<file path="config.mk">
export PLATFORM = sky130hd
export DESIGN_NAME = histogram_builder_flat
export DESIGN_NICKNAME = d
export VERILOG_FILES = /design/src/rtl/histogram_builder_if.sv /design/src/rtl/histogram_builder.sv /design/src/flat_wrapper.sv
export SDC_FILE = /design/constraint.sdc
export NUM_CORES = 1
export LEC_CHECK = 0
export CAP_MARGIN = 20
export CORE_MARGIN = 3
export CORE_UTILIZATION = 57
export CTS_CLUSTER_DIAMETER = 80
export DETAILED_ROUTE_END_ITERATION = 8
export PLACE_DENSITY = 0.81
export RECOVER_POWER = 25
export SLEW_MARGIN = 25
export SYNTH_ARGS = -nofsm -noshare
export SYNTH_HDL_FRONTEND = slang
export SYNTH_SLANG_ARGS = --single-unit
</file>
<file path="constraint.sdc">
create_clock -name iClk -period 5.47 [get_ports iClk]
set_input_delay 1.641 -clock iClk [delete_from_list [all_inputs] [get_ports iClk]]
set_output_delay 1.641 -clock iClk [all_outputs]
set_load 0.01 [all_outputs]
</file>
<file path="src/rtl/histogram_builder_if.sv">
`default_nettype none
//==============================================================================
// Module      : histogram_builder_if
// Description : Pixel-stream and histogram-RAM bus for histogram_builder.
//               master : the histogram builder (accepts pixels, drives RAM).
//               slave  : the pixel source plus the dual-port histogram RAM.
//   iValid  - pixel valid this cycle           (source -> builder)
//   iPixel  - 8-bit pixel intensity / bin      (source -> builder)
//   oReady  - builder accepts a pixel          (builder -> source)
//   oAddrRd - registered RAM read address      (builder -> RAM)
//   iQ      - RAM read data, 2-cycle latency   (RAM -> builder)
//   oAddrWr - RAM write address                (builder -> RAM)
//   oDataWr - RAM write data                   (builder -> RAM)
//   oWE     - RAM write enable                 (builder -> RAM)
// Revision    : 1.0 - initial release
//==============================================================================
interface histogram_builder_if #(
  parameter int word_size = 20
);
  logic                 iValid;
  logic [7:0]           iPixel;
  logic                 oReady;
  logic [7:0]           oAddrRd;
  logic [word_size-1:0] iQ;
  logic [7:0]           oAddrWr;
  logic [word_size-1:0] oDataWr;
  logic                 oWE;

  modport master (
    input  iValid,
    input  iPixel,
    output oReady,
    output oAddrRd,
    input  iQ,
    output oAddrWr,
    output oDataWr,
    output oWE
  );

  modport slave (
    output iValid,
    output iPixel,
    input  oReady,
    input  oAddrRd,
    output iQ,
    input  oAddrWr,
    input  oDataWr,
    input  oWE
  );
endinterface
`default_nettype wire

</file>
<file path="src/rtl/histogram_builder.sv">
`default_nettype none
//==============================================================================
// Module      : histogram_builder
// Description : Builds the 256-bin intensity histogram of one frame in an
//               external dual-port RAM. On iStart all bins are cleared, then
//               num_pixels pixels are accepted and RAM[pixel] is incremented
//               (saturating) through a 3-stage read-modify-write pipeline
//               with forwarding of the two most recent writes.
// Ports       :
//   iClk    - clock
//   iRst_n  - asynchronous active-low reset
//   iStart  - one-cycle pulse, starts clear + accumulate (highest priority)
//   bus     - pixel stream and RAM bus (histogram_builder_if.master)
//   oBusy   - high while clearing, accumulating or draining
//   oDone   - one-cycle pulse when the frame histogram is complete
// Revision    : 1.0 - initial release
//==============================================================================
module histogram_builder #(
  parameter int word_size  = 20,
  parameter int num_pixels = 384000
) (
  input  logic                iClk,
  input  logic                iRst_n,
  input  logic                iStart,
  histogram_builder_if.master bus,
  output logic                oBusy,
  output logic                oDone
);

  localparam int                 c_cnt_w = 20;
  localparam logic [c_cnt_w-1:0] c_last  = c_cnt_w'(num_pixels);

  typedef enum logic [2:0] {
    S_IDLE  = 3'd0,
    S_CLEAR = 3'd1,
    S_ACCUM = 3'd2,
    S_DRAIN = 3'd3,
    S_DONE  = 3'd4
  } state_t;

  state_t               r_state;
  state_t               w_state_nxt;

  logic [7:0]           r_clr_idx;
  logic [c_cnt_w-1:0]   r_cnt;

  // Stage 1: read address issued, waiting for RAM. Stage 2: data returns.
  logic                 r_s1_vld;
  logic [7:0]           r_s1_bin;
  logic                 r_s2_vld;
  logic [7:0]           r_s2_bin;
  logic [7:0]           r_addr_rd;

  // fw1 = write issued one cycle ago, fw2 = write issued two cycles ago.
  // Neither is visible yet in the data stage 2 receives from the RAM.
  logic                 r_fw1_vld;
  logic [7:0]           r_fw1_bin;
  logic [word_size-1:0] r_fw1_data;
  logic                 r_fw2_vld;
  logic [7:0]           r_fw2_bin;
  logic [word_size-1:0] r_fw2_data;

  logic                 w_ready;
  logic                 w_accept;
  logic                 w_last_accept;
  logic                 w_clr_we;
  logic                 w_acc_we;
  logic [word_size-1:0] w_base;
  logic [word_size-1:0] w_inc;

  // iStart wins over a simultaneous pixel, so it also masks oReady.
  assign w_ready       = (r_state == S_ACCUM) && !iStart;
  assign w_accept      = bus.iValid && w_ready;
  assign w_last_accept = w_accept && ((r_cnt + c_cnt_w'(1)) == c_last);

  // Write slot: clear writes and increment writes are mutually exclusive,
  // since entering CLEAR always flushes the increment pipeline.
  assign w_clr_we = (r_state == S_CLEAR) && !iStart;
  assign w_acc_we = r_s2_vld && !iStart;

  always_comb begin
    w_base = bus.iQ;
    if (r_fw1_vld && (r_fw1_bin == r_s2_bin)) begin
      w_base = r_fw1_data;
    end else if (r_fw2_vld && (r_fw2_bin == r_s2_bin)) begin
      w_base = r_fw2_data;
    end
  end

  assign w_inc = (&w_base) ? w_base : w_base + word_size'(1);

  assign bus.oReady  = w_ready;
  assign bus.oAddrRd = r_addr_rd;
  assign bus.oWE     = w_clr_we || w_acc_we;
  assign bus.oAddrWr = w_acc_we ? r_s2_bin : (w_clr_we ? r_clr_idx : 8'd0);
  assign bus.oDataWr = w_acc_we ? w_inc : '0;

  always_ff @(posedge iClk or negedge iRst_n) begin
    if (!iRst_n) begin
      r_state <= S_IDLE;
    end else begin
      r_state <= w_state_nxt;
    end
  end

  always_comb begin
    w_state_nxt = r_state;
    oBusy       = 1'b0;
    oDone       = 1'b0;
    case (r_state)
      S_IDLE: begin
        w_state_nxt = S_IDLE;
      end
      S_CLEAR: begin
        oBusy = 1'b1;
        if (r_clr_idx == 8'hFF) begin
          w_state_nxt = S_ACCUM;
        end
      end
      S_ACCUM: begin
        oBusy = 1'b1;
        if (w_last_accept) begin
          w_state_nxt = S_DRAIN;
        end
      end
      S_DRAIN: begin
        oBusy = 1'b1;
        // Stage 2 finishes its write this cycle; once stage 1 is empty the
        // pipeline is empty from the next cycle on.
        if (!r_s1_vld) begin
          w_state_nxt = S_DONE;
        end
      end
      S_DONE: begin
        oDone       = 1'b1;
        w_state_nxt = S_IDLE;
      end
      default: begin
        w_state_nxt = S_IDLE;
      end
    endcase
    if (iStart) begin
      w_state_nxt = S_CLEAR;
    end
  end

  always_ff @(posedge iClk or negedge iRst_n) begin
    if (!iRst_n) begin
      r_clr_idx  <= 8'd0;
      r_cnt      <= '0;
      r_s1_vld   <= 1'b0;
      r_s1_bin   <= 8'd0;
      r_s2_vld   <= 1'b0;
      r_s2_bin   <= 8'd0;
      r_addr_rd  <= 8'd0;
      r_fw1_vld  <= 1'b0;
      r_fw1_bin  <= 8'd0;
      r_fw1_data <= '0;
      r_fw2_vld  <= 1'b0;
      r_fw2_bin  <= 8'd0;
      r_fw2_data <= '0;
    end else if (iStart) begin
      r_clr_idx <= 8'd0;
      r_cnt     <= '0;
      r_s1_vld  <= 1'b0;
      r_s2_vld  <= 1'b0;
      r_fw1_vld <= 1'b0;
      r_fw2_vld <= 1'b0;
    end else begin
      if (r_state == S_CLEAR) begin
        r_clr_idx <= r_clr_idx + 8'd1;
      end
      if (w_accept) begin
        r_cnt     <= r_cnt + c_cnt_w'(1);
        r_addr_rd <= bus.iPixel;
        r_s1_bin  <= bus.iPixel;
      end
      r_s1_vld   <= w_accept;
      r_s2_vld   <= r_s1_vld;
      r_s2_bin   <= r_s1_bin;
      r_fw1_vld  <= w_acc_we;
      r_fw1_bin  <= r_s2_bin;
      r_fw1_data <= w_inc;
      r_fw2_vld  <= r_fw1_vld;
      r_fw2_bin  <= r_fw1_bin;
      r_fw2_data <= r_fw1_data;
    end
  end

endmodule
`default_nettype wire

</file>
<file path="src/flat_wrapper.sv">
// flat-port wrapper written by rule: the top's interface ports become plain ports
module histogram_builder_flat 
#(
  parameter int word_size  = 20,
  parameter int num_pixels = 384000
)
  (iClk, iRst_n, iStart, oBusy, oDone, bus_iValid, bus_iPixel, bus_oReady, bus_oAddrRd, bus_iQ, bus_oAddrWr, bus_oDataWr, bus_oWE);
  histogram_builder_if #(.word_size(word_size)) bus_i ();
  input  logic iClk;
  input  logic iRst_n;
  input  logic iStart;
  output logic oBusy;
  output logic oDone;
  input wire logic [$bits(bus_i.iValid)-1:0] bus_iValid;
  input wire logic [$bits(bus_i.iPixel)-1:0] bus_iPixel;
  output wire logic [$bits(bus_i.oReady)-1:0] bus_oReady;
  output wire logic [$bits(bus_i.oAddrRd)-1:0] bus_oAddrRd;
  input wire logic [$bits(bus_i.iQ)-1:0] bus_iQ;
  output wire logic [$bits(bus_i.oAddrWr)-1:0] bus_oAddrWr;
  output wire logic [$bits(bus_i.oDataWr)-1:0] bus_oDataWr;
  output wire logic [$bits(bus_i.oWE)-1:0] bus_oWE;
  assign bus_i.iValid = bus_iValid;
  assign bus_i.iPixel = bus_iPixel;
  assign bus_oReady = bus_i.oReady;
  assign bus_oAddrRd = bus_i.oAddrRd;
  assign bus_i.iQ = bus_iQ;
  assign bus_oAddrWr = bus_i.oAddrWr;
  assign bus_oDataWr = bus_i.oDataWr;
  assign bus_oWE = bus_i.oWE;
  histogram_builder #(.word_size(word_size), .num_pixels(num_pixels)) u_core (.iClk(iClk), .iRst_n(iRst_n), .iStart(iStart), .bus(bus_i), .oBusy(oBusy), .oDone(oDone));
endmodule
</file>
* Word level (Yosys, flattened, before mapping)
Index checks and enable logic that the tools add are counted.
** Word-level totals
- Register bits after elaboration :: 107
- Latch bits :: 0
- Memory bits (writable) :: 0
- Bits in read-only memories :: 0
- Input bits :: 32
- Output and inout port bits :: 40
- Word-level logic and storage cells :: 64
- Memories :: 0
** Operators by class
- $add $sub $neg :: 3
- Multiply operators :: 0
- Div/mod/pow operators :: 0
- $lt $le $gt $ge :: 0
- Equal/unequal tests :: 11
- Shift operators :: 0
- Multiplexer cells :: 21
- Bitwise gates (word level) :: 1
- Reduce and logical (&&, ||, !) cells :: 15
** Operator list (number)
- two-way mux 20 bit :: 6
- adder 20 x 1 -> 20 bit (second input constant) :: 2
- two-way mux 8 bit :: 4
- equality test 20 x 19 -> 1 bit (second input constant) :: 1
- AND reduction 20 bit :: 1
- equality test 8 bit :: 2
- two-way mux 3 bit :: 4
- case mux 3 bit (3 select lines) :: 1
- adder 8 x 1 -> 8 bit (second input constant) :: 1
- equality test 8 bit (second input constant) :: 1
- logical AND 1 bit :: 7
- equality test 3 x 2 -> 1 bit (second input constant) :: 2
- two-way mux 1 bit :: 6
- inequality test 3 x 2 -> 1 bit (second input constant) :: 2
- nonzero test 2 bit :: 2
- equality test 3 x 1 -> 1 bit (second input constant) :: 1
- equality test 3 bit (second input constant) :: 1
- inequality test 3 bit (second input constant) :: 1
- AND reduction 3 bit :: 1
- OR reduction 3 bit :: 1
- AND reduction 2 bit :: 1
- logical NOT 1 bit :: 1
- logical OR 1 bit :: 1
- inverter 1 bit :: 1

* Longest topological paths before layout
Gate-level depths: netlist of the first run.
- Word-level depth :: 7
- Depth in mapped cells :: 14

* Worst setup path after synthesis of the first run
No wires, ideal clock.
- Path type :: input port to output port
- Start :: input port bus_iQ[0]
- End :: output port bus_oDataWr[12]
- Arrival :: 3.402 ns
- Required time :: 3.829 ns
- Slack :: 0.427 ns
- Cell stages on the path :: 8
- Buffers on the path :: 0
- Path through :: mux2i_1 > a21oi_4 > ha_1 > o211a_1 > nand4_2 > a211o_1 > xnor2_1 > o31ai_1
** On the way
- Cells in the longest elaborated chain, start to end :: 5
- Elaborated cells on any way between the ends :: 6
- Classes of those cells :: add/sub: 1; mux: 4; reduce/logical: 1
** RTL lines
- from (decl) :: line flat_wrapper.sv:18 : input wire logic [$bits(bus_i.iQ)-1:0] bus_iQ;
- two-way mux 20 bit (*) :: line histogram_builder.sv:85 : end else if (r_fw2_vld && (r_fw2_bin == r_s2_bin)) begin
- two-way mux 20 bit (*) :: line histogram_builder.sv:83 : if (r_fw1_vld && (r_fw1_bin == r_s2_bin)) begin
- adder 20 x 1 -> 20 bit / AND reduction 20 bit (equally long branches) :: line histogram_builder.sv:90 : assign w_inc = (&w_base) ? w_base : w_base + word_size'(1);
- two-way mux 20 bit (*) :: line histogram_builder.sv:90
- two-way mux 20 bit (*) :: line histogram_builder.sv:96 : assign bus.oDataWr = w_acc_we ? w_inc : '0;
- to (decl) :: line flat_wrapper.sv:20 : output wire logic [$bits(bus_i.oDataWr)-1:0] bus_oDataWr;
Mark *: on every way between the ends. The rest lies on a longest branch, timed or not.

* Worst setup path in the final report of the first run
- Start :: input port bus_iQ[10]
- End :: output port bus_oDataWr[19]
The elaborated chain is that of the path after synthesis.

==> results of run 1 <==
==> per-layer routing <==
metal,track usage [%],routed length (um)
met1,33.6,6920
met5,0,0
met2,46.1,8360
met4,10.9,365
met3,3.66,969
==> through the flow <==
step                      setup slack [ns]  power [uW]  area (um^2)  hold slack (ns)
after floorplan                      0.427         963         6310            0.427
after global placement              -0.489        1050         7590            0.448
after detailed placement            -0.647        1060         7590            0.460
after CTS                         0.000597        1540         7970            0.473
after global routing                -0.123        1610         8030            0.499
final                              0.00548        1540         8030            0.481
==> worst max-delay path: cells and delay by family <==
kind                   cells  cell delay [ns]
buffers and inverters      2             0.36
muxes                      3             0.89
and+or+nand+nor            5             0.93
==> path summary, 6_finish.rpt <==
| path | depth (start not counted) | from | to | slack (ns) |
|---|---|---|---|---|
| max | 10 | bus_iQ[10] | bus_oDataWr[19] | 0.005 |
| min | 1 | u_core.r_s1_vld | u_core.r_state[2] | 0.48 |
| max reg2reg | 14 | u_core.r_s2_bin[3] | u_core.r_fw1_data[19] | 2.09 |
| min reg2reg | 1 | u_core.r_s1_vld | u_core.r_state[2] | 0.48 |
| max in group asynchronous | 1 | iRst_n | u_core.r_cnt[14] | 0.89 |
| min in group asynchronous | 1 | iRst_n | u_core.r_fw2_data[5] | 2.58 |
==> logic make-up (layout without fill, tap and decap cells) <==
kind of cell | Yosys count | count (layout) | synth area share [%]
buffers and inverters | 36 | 177 | 2.72
XOR/XNOR | 49 | 49 | 6.80
flip-flops | 107 | 107 | 42.4
multiplexers | 87 | 87 | 15.0
AND/OR/NAND/NOR | 256 | 256 | 20.2
adder cells (fa/ha/maj) | 4 | 4 | 0.793
AO/OA/AOI/OAI | 111 | 111 | 12.1
==> power by group through the flow <==
stage | Combinational (uW) | Clock (uW) | Sequential (uW)
floorplan | 97.6 | 0 | 865
global placement | 177 | 0 | 872
detailed placement | 182 | 0 | 875
CTS | 191 | 492 | 859
global route | 215 | 532 | 867
finish | 197 | 483 | 861
==> layout by cell type (no fill, tap or decap), drive strengths merged, types with 5 or more instances in the layout <==
master / netlist / routed
o21ai: 31 / 31
inv: 6 / 11
a21oi: 32 / 32
dfrtp: 107 / 107
clkbuf: 18 / 19
nand2b: 5 / 5
a21o: 6 / 6
dlygate4sd2: 0 / 12
buf: 12 / 90
nor4: 5 / 5
mux2i: 29 / 29
and2: 5 / 5
xor2: 21 / 21
nand2: 55 / 55
mux2: 58 / 58
clkdlybuf4s50: 0 / 37
nor2: 79 / 79
xnor2: 28 / 28
clkdlybuf4s15: 0 / 5
nand4: 17 / 17
and3: 8 / 8
a22o: 6 / 6
a31oi: 7 / 7
or3: 6 / 6
nor3: 25 / 25
nand3: 33 / 33
==> layout make-up <==
class / instances / area, um^2
Timing Repair Buffer: 155 / 1290
Fill cell: 734 / 2520
Clock buffer: 10 / 138
Multi-Input combinational cell: 507 / 3680
Sequential cell: 107 / 2680
Clock inverter: 6 / 53.8
Tap cell: 136 / 170
Inverter: 6 / 22.5
==> flip-flops by register name (all words and copies together) (netlist names), 8 cells and up <==
signal and flops:
u_core.r_s1_bin 8, u_core.r_fw2_bin 8, u_core.r_s2_bin 8, u_core.r_fw1_bin 8
u_core.r_clr_idx 8, u_core.r_cnt 20, u_core.r_fw1_data 20, u_core.r_fw2_data 20
==> what timing repair did <==
item / 4_1_cts / 5_1_grt
pin swaps: 21 / 18
gates resized for setup: 84 / 39
hold buffers: 0 / 0
setup buffers: 9 / 4
endpoints found under the setup margin: 20 / 19
==> impl_metrics.json, run 1 <==
{
  "wire_per_inst_um": 17.9,
  "maximum_achievable_frequency_ghz": 0.183,
  "grt_start_max_net_pins": 81,
  "synth_edf_count": 0,
  "finish.net_count": 822,
  "drt_pass1_iterations": 8,
  "syn-instance-count": 650,
  "critPathCaptureType": "primary output",
  "hold_path.class": "register to register",
  "cts_buffers": 9,
  "placement.io_buffers": 71,
  "cp_max_fo": 3,
  "rsz0062_at_grt": "true",
  "number_of_nets_in_the_synthesized_netlist": 686,
  "worst-endpoint-arrival_ns": 3.82,
  "path_cells": "dlygate4sd2_1, and3_4, nand4_1, mux2_4, mux2i_4, nand4_1, nor4_2, mux2i_1, nor2_1, clkbuf_2",
  "hpwl_um": 11300,
  "ys_types": 65,
  "grt_remaining_overflow": 0,
  "clkPwrFrac_pct": 31.4,
  "cts_tree": "built",
  "finish.utilization_pct": 76.1,
  "power-per-cell-area_nw_per_um2": 192,
  "crit_path_slowest_cell": "mux2i_1",
  "postSynthAreaPerCell_um2": 9.71,
  "clkLatencyLatePin_ns": 0.38,
  "power.static_leakage_uw": 0.00342,
  "antenna_cells_inserted": 0,
  "die_height_um": 111,
  "clock-root-buffer": "clkbuf_8",
  "relSlewSlack_pct": -135,
  "clock-sinks": 107,
  "path_common_cell": "nand4_1",
  "floorplan.initialDensity_pct": 59.8,
  "actual_transition_at_the_worst_max_transition_pin_ns": 3.52,
  "power_frac_seq_pct": 55.9,
  "number_of_core_rows": 37,
  "routed_antenna_nets": 0,
  "gr-usage-all-layers_pct": 26.7,
  "time_the_final_worst_path_needs_with_i_o_delays_and_setup_ns": 5.46,
  "syn_to_final_growth_pct": 27.3,
  "die_area_um2": 12400,
  "final-setup-viol-count": 0,
  "synth_top_area_share_pct": 42.4,
  "synth-seq-area-share_pct": 42.4,
  "antenna_found_initial": 0,
  "drt_drc_violations_left": 0,
  "power.switching_uw": 426,
  "die_w_um": 111,
  "hold_viol_final": 0,
  "setup_total_negative_slack_ns": 0,
  "yosys.cell_count.top_type": "dfrtp_1",
  "synth_area_um2": 6310,
  "grt_first_pass_wirelength_um": 27200,
  "globalplace.congestion": 1.00,
  "boundaryPins": 72,
  "final_cells": 927,
  "routed_via_density": 6.02,
  "clock-skew-final_ns": 0.00782,
  "period_share_pct": 99.9,
  "dpl.cell_count": 898,
  "synth_top_cell_by_area": "dfrtp_1",
  "initialDrtViolationCount": 448,
  "synthArstFlopShare_pct": 100,
  "route.vias.total": 5584,
  "synth_top_flop_cell": "dfrtp_1",
  "share_comb_of_total_power_pct": 12.8,
  "ys_ff_latch": 107,
  "final_layout_size_suffix_gt1_share_pct": 28.2,
  "timing.max_cap.violations": 1,
  "clock_tree.buffer_depth": 2,
  "worst_ep_required_time_ns": 3.83,
  "ctsHtreeMaxLevel": 3,
  "maximum_cell_stage_delay_along_the_critical_path_ns": 0.35,
  "startpoint_type": "input port",
  "core_region_area_um2": 10600,
  "synth_warnings": 0,
  "number_of_global_route_vias_before_repair": 5778,
  "net_switching_fraction_of_the_power_pct": 27.6,
  "maximum_resistive_drop_on_vdd_uv": 131,
  "synth_commonest_cells": "107 x dfrtp_1, 79 x nor2_1, 57 x mux2_2",
  "run_status": "complete, but fails checks",
  "timing_max_transition_violations_final": 81,
  "clkTransAtPathRegs_ns": 0.11,
  "internal_power_uw": 1120,
  "route.final.wire_length_um": 16600,
  "post_synth_main_area_contributors": "dfrtp_1 42%, mux2_2 10%, nor2_1 4.7%",
  "criticalPathCategory": "input port to primary output",
  "violated_checks": "capacitance limit, slew limit"
}
Power figures use the tool's default switching activity.
==> run 2, diff against run 1 <==
Settings changed: CAP_MARGIN 20 to unset, CORE_UTILIZATION 57 to 40, PLACE_DENSITY 0.81 to unset, SKIP_CTS_REPAIR_TIMING set to 1.
==> impl_metrics.json, run 2 (synthesized netlist as in run 1, its figures left out) <==
{
  "mostFrequentLayoutCell": "dfrtp_1",
  "power.total_uw": 1740,
  "post-place-ws_ns": -0.633,
  "net_switching_fraction_of_the_power_pct": 25.3,
  "post_layout_worst_setup_margin_ns": 0.0954,
  "setup_total_negative_slack_ns": 0,
  "globalplace.congestion": 0.941,
  "die_area_um2": 17300,
  "syn_to_final_growth_pct": 30.1,
  "core_region_area_um2": 15300,
  "drt_drc_violations_left": 0,
  "antenna_cells_inserted": 0,
  "power_frac_seq_pct": 49.5,
  "largest_registers": "u_core.r_cnt: 20 flops, u_core.r_fw1_data: 20 flops, u_core.r_fw2_data: 20 flops",
  "clkPwrFrac_pct": 39.6,
  "grt_remaining_overflow": 0,
  "violated_checks": "capacitance limit, slew limit",
  "maximum_resistive_drop_on_vdd_uv": 157,
  "die_height_um": 132,
  "floorplan.initialDensity_pct": 41.2,
  "worst_ep_required_time_ns": 3.83,
  "number_of_global_route_vias_before_repair": 5382,
  "cp_max_fo": 8,
  "final_layout_size_suffix_gt1_share_pct": 23.8,
  "number_of_core_rows": 45,
  "run_status": "complete, but fails checks",
  "startpoint_type": "input port",
  "drt_pass1_iterations": 5,
  "clock-skew-final_ns": 0.00800,
  "grt_start_max_net_pins": 57,
  "clkTransAtPathRegs_ns": 0.07,
  "critPathCaptureType": "primary output",
  "global_route.usage.met3_pct": 4.59,
  "route.vias.total": 5367,
  "finish.net_count": 811,
  "n_fill_cell": 1407,
  "worst-endpoint-arrival_ns": 3.73,
  "cts_buffers": 9,
  "routed_via_density": 5.42,
  "gr-usage-all-layers_pct": 18.9,
  "time_the_final_worst_path_needs_with_i_o_delays_and_setup_ns": 5.37,
  "fin_area_um2": 8210,
  "grt_first_pass_wirelength_um": 26900,
  "wire_per_inst_um": 16.4,
  "timing_max_transition_violations_final": 108,
  "placement.io_buffers": 71,
  "final-setup-viol-count": 0,
  "dpl_cell_area_um2": 7650,
  "routed_antenna_nets": 0,
  "ctsHtreeMaxLevel": 3,
  "cts_tree": "built",
  "hold_path.class": "register to register",
  "power.static_leakage_uw": 0.00375,
  "actual_transition_at_the_worst_max_transition_pin_ns": 3.04,
  "grt.busiest_layer": "met2",
  "internal_power_uw": 1300,
  "relSlewSlack_pct": -102,
  "criticalPathCategory": "input port to primary output",
  "hold_viol_final": 0,
  "global_route.usage.met1_pct": 24.7,
  "antenna_found_initial": 0,
  "r2r.worst_path.cells": 13,
  "power.switching_uw": 439,
  "rsz0062_at_grt": "false",
  "clkLatencyLatePin_ns": 0.36,
  "die_w_um": 132,
  "route.final.wire_length_um": 16300,
  "boundaryPins": 72,
  "grt_util_met2_pct": 31.7,
  "maximum_achievable_frequency_ghz": 0.186,
  "power-per-cell-area_nw_per_um2": 212,
  "share_comb_of_total_power_pct": 10.9,
  "fin_worst_hold_slack_ns": 0.464,
  "hold-path-cell-count": 1,
  "hpwl_um": 11500,
  "commonest_cells_after_routing_fill_and_taps_aside": "107 x dfrtp_1, 78 x nor2_1, 66 x buf_4",
  "period_share_pct": 98.3,
  "clock_tree.buffer_depth": 2,
  "initialDrtViolationCount": 345,
  "timing.max_cap.violations": 2,
  "clock-root-buffer": "clkbuf_16",
  "clock-sinks": 107
}
run 2: cell types whose count changed in the layout (fill, tap and decap cells not counted), sizes merged:
cell,before,now
dlymetal6s2s,2,29
dlygate4sd2,12,0
clkbuf,19,17
buf,90,72
inv,11,9
or2,2,3
bufinv,0,1
clkdlybuf4s50,37,36
clkdlybuf4s15,5,0
run 2: power by group through the flow:
stage	logic (uW)	registers [uW]	clock network [uW]
detailed placement	182	875	0
global placement	178	873	0
CTS	183	859	710
finish	189	861	689
floorplan	97.6	865	0
global route	210	867	740
run 2: final cells by class:
type	count	area [um^2]	area share, %
clock buffer	11	243	2.96
tap	211	264	3.22
sequential	107	2680	32.6
multi-input combinational	508	3620	44.1
clock inverter	5	67.6	0.823
inverter	6	22.5	0.274
timing repair buffer	143	1310	16.0
run 2: per-stage QoR:
stage               util (%)  instances
floorplan                  -        650
global placement        50.0        969
detailed placement      50.0        969
CTS                     52.0        985
global route            53.6        991
finish                  53.6        991
run 2: final timing paths:
| kind | startpoint | to | slack [ns] |
|---|---|---|---|
| max | bus_iQ[2] | bus_oDataWr[9] | 0.1 |
| min | u_core.r_s1_vld | u_core.r_state[2] | 0.46 |
| max reg2reg | u_core.r_s2_bin[5] | u_core.r_fw1_data[19] | 2.08 |
| min reg2reg | u_core.r_s1_vld | u_core.r_state[2] | 0.46 |
| max in group asynchronous | iRst_n | u_core.r_cnt[8] | 1.49 |
| min in group asynchronous | iRst_n | u_core.r_fw2_data[3] | 2.27 |
run 2: per-layer routing:
| layer | wire [um] | vias to the layer above | share of wire (%) |
|---|---|---|---|
| li1 | - | 2592 | - |
| met1 | 7490 | 2642 | 46 |
| met2 | 7880 | 114 | 48 |
| met3 | 707 | 19 | 4.3 |
| met4 | 212 | 0 | 1.3 |
| met5 | 0 | - | 0 |
run 2: critical path, cell delays in order:
cell	delay, ns
clkdlybuf4s50_1	0.40
mux2_2	0.29
nand2b_1	0.20
buf_4	0.16
nand3_1	0.13
nor3_2	0.07
buf_4	0.16
or3_4	0.38
a21oi_2	0.15
clkbuf_2	0.15
==> run 3, diff against run 2 <==
Settings changed: CORE_UTILIZATION 40 to 51, PLACE_DENSITY set to 0.76.
Clock period 5.47 ns to 4.4 ns, I/O delays scaled along.
==> impl_metrics.json, run 3 (synthesized netlist as in run 1, its figures left out) <==
{
  "run_status": "complete, but fails checks",
  "violated_checks": "capacitance limit, slew limit, setup timing",
  "gr-usage-all-layers_pct": 24.6,
  "r2r.worst_path.cells": 17,
  "worst_ep_required_time_ns": 3.08,
  "power-per-cell-area_nw_per_um2": 247,
  "largest_registers": "u_core.r_cnt: 20 flops, u_core.r_fw1_data: 20 flops, u_core.r_fw2_data: 20 flops",
  "grt_first_pass_wirelength_um": 26600,
  "cp_max_fo": 7,
  "clkLatencyLatePin_ns": 0.36,
  "number_of_core_rows": 40,
  "crit_path_slowest_cell": "dfrtp_2",
  "route.vias.total": 5845,
  "clkTransAtPathRegs_ns": 0.08,
  "drt_pass1_iterations": 5,
  "reg2reg_from": "u_core.r_s2_bin[3]",
  "globalplace.congestion": 0.984,
  "worst_hold_startpoint": "u_core.r_s1_vld",
  "final_layout_size_suffix_gt1_share_pct": 36.4,
  "route.final.wire_length_um": 18300,
  "clock_tree.buffer_depth": 2,
  "power.static_leakage_uw": 0.00389,
  "relSlewSlack_pct": -4.91,
  "boundaryPins": 72,
  "actual_transition_at_the_worst_max_transition_pin_ns": 1.57,
  "category_of_cells_accounting_for_the_largest_share_of_critical_path_delay": "simple AND/OR/NAND/NOR gates",
  "syn_to_final_growth_pct": 40.1,
  "holdPathEnd": "u_core.r_state[2]",
  "grt_start_max_net_pins": 62,
  "hpwl_um": 11700,
  "floorplan.initialDensity_pct": 52.3,
  "time_the_final_worst_path_needs_with_i_o_delays_and_setup_ns": 4.75,
  "antenna_cells_inserted": 0,
  "path_cells": "xnor2_2, o2111ai_4, nor3_4, buf_12, buf_4, mux2i_2, o21ai_2, ha_4, o211a_4, nand4_4, buf_6, buf_6, nor2_1, nor2_1, nor3_1, clkbuf_2",
  "critPathCaptureType": "primary output",
  "die_area_um2": 13700,
  "cts_tree": "built",
  "initialDrtViolationCount": 424,
  "finish.utilization_pct": 73.3,
  "post_layout_worst_setup_margin_ns": -0.346,
  "placement.io_buffers": 71,
  "timing_max_transition_violations_final": 61,
  "ctsHtreeMaxLevel": 3,
  "hold_viol_final": 0,
  "wire_per_inst_um": 18.4,
  "path_buf_inv": 5,
  "hold_path.class": "register to register",
  "clock-root-buffer": "clkbuf_16",
  "maximum_cell_stage_delay_along_the_critical_path_ns": 0.47,
  "die_height_um": 117,
  "dpl_cell_area_um2": 7940,
  "core_region_area_um2": 12100,
  "criticalPathCategory": "register to primary output",
  "finish.net_count": 859,
  "die_w_um": 117,
  "commonest_cells_after_routing_fill_and_taps_aside": "105 x dfrtp_1, 102 x buf_4, 75 x nor2_1",
  "grt_remaining_overflow": 0,
  "cts_buffers": 9,
  "maximum_achievable_frequency_ghz": 0.211,
  "critical_path.reg2reg.endpoint": "u_core.r_fw1_data[3]",
  "startpoint_type": "register",
  "clock-sinks": 107,
  "rsz0062_at_grt": "true",
  "number_of_global_route_vias_before_repair": 5582,
  "power.total_uw": 2180,
  "hold-path-cell-count": 1,
  "period_share_pct": 108,
  "routed_via_density": 5.87,
  "mostFrequentLayoutCell": "dfrtp_1",
  "clock-skew-final_ns": 0.0138,
  "worst-endpoint-arrival_ns": 3.43,
  "final-setup-viol-count": 20,
  "antenna_found_initial": 0,
  "fin_area_um2": 8840,
  "maximum_resistive_drop_on_vdd_uv": 256,
  "regToRegSetupSlack_ns": 1.10,
  "timing.max_cap.violations": 1,
  "routed_antenna_nets": 0,
  "drt_drc_violations_left": 0
}
run 3: layer usage:
metal | routed length [um] | vias up | global-route usage (%)
met4 | 723 | 0 | 10.6
met2 | 9230 | 233 | 41.0
li1 | - | 2682 | -
met5 | 0 | - | 0
met3 | 991 | 57 | 3.50
met1 | 7350 | 2873 | 32.1
run 3: how the worst max path moves through the flow:
stage	from	end	slack [ns]	cells past startpoint
after CTS	bus_iQ[11]	bus_oDataWr[17]	-1.02	10
after global routing	u_core.r_s2_bin[3]	bus_oDataWr[12]	-0.46	13
after floorplan	bus_iQ[0]	bus_oDataWr[17]	0.06	8
after global placement	bus_iQ[9]	bus_oDataWr[17]	-0.95	10
after detailed placement	bus_iQ[11]	bus_oDataWr[17]	-0.99	10
final	u_core.r_s2_bin[3]	bus_oDataWr[18]	-0.35	16
run 3: cell type report:
| cell class | count | area, um^2 |
|---|---|---|
| fillers | 793 | 3220 |
| repair buffers | 192 | 1680 |
| well taps | 168 | 210 |
| clock buffers | 9 | 225 |
| multi-input cells | 507 | 3940 |
| flip-flops and latches | 107 | 2680 |
| clock inverters | 6 | 82.6 |
| inverters | 6 | 22.5 |
run 3: power breakdown:
part	switching, uW	internal, uW	total (uW)	leakage (uW)
Sequential	44.9	1030	1070	0.00139
Combinational	132	131	263	0.00235
Clock	393	453	846	0.000152
run 3: metrics by stage:
stage	hold slack (ns)	std cells	TNS, ns	setup WS, ns
finish	0.484	995	-5.19	-0.346
global route	0.508	995	-7.50	-0.463
CTS	0.486	980	-18.44	-1.02
detailed placement	0.461	965	-17.91	-0.987
global placement	0.450	965	-17.05	-0.951
floorplan	0.427	650	0	0.0624
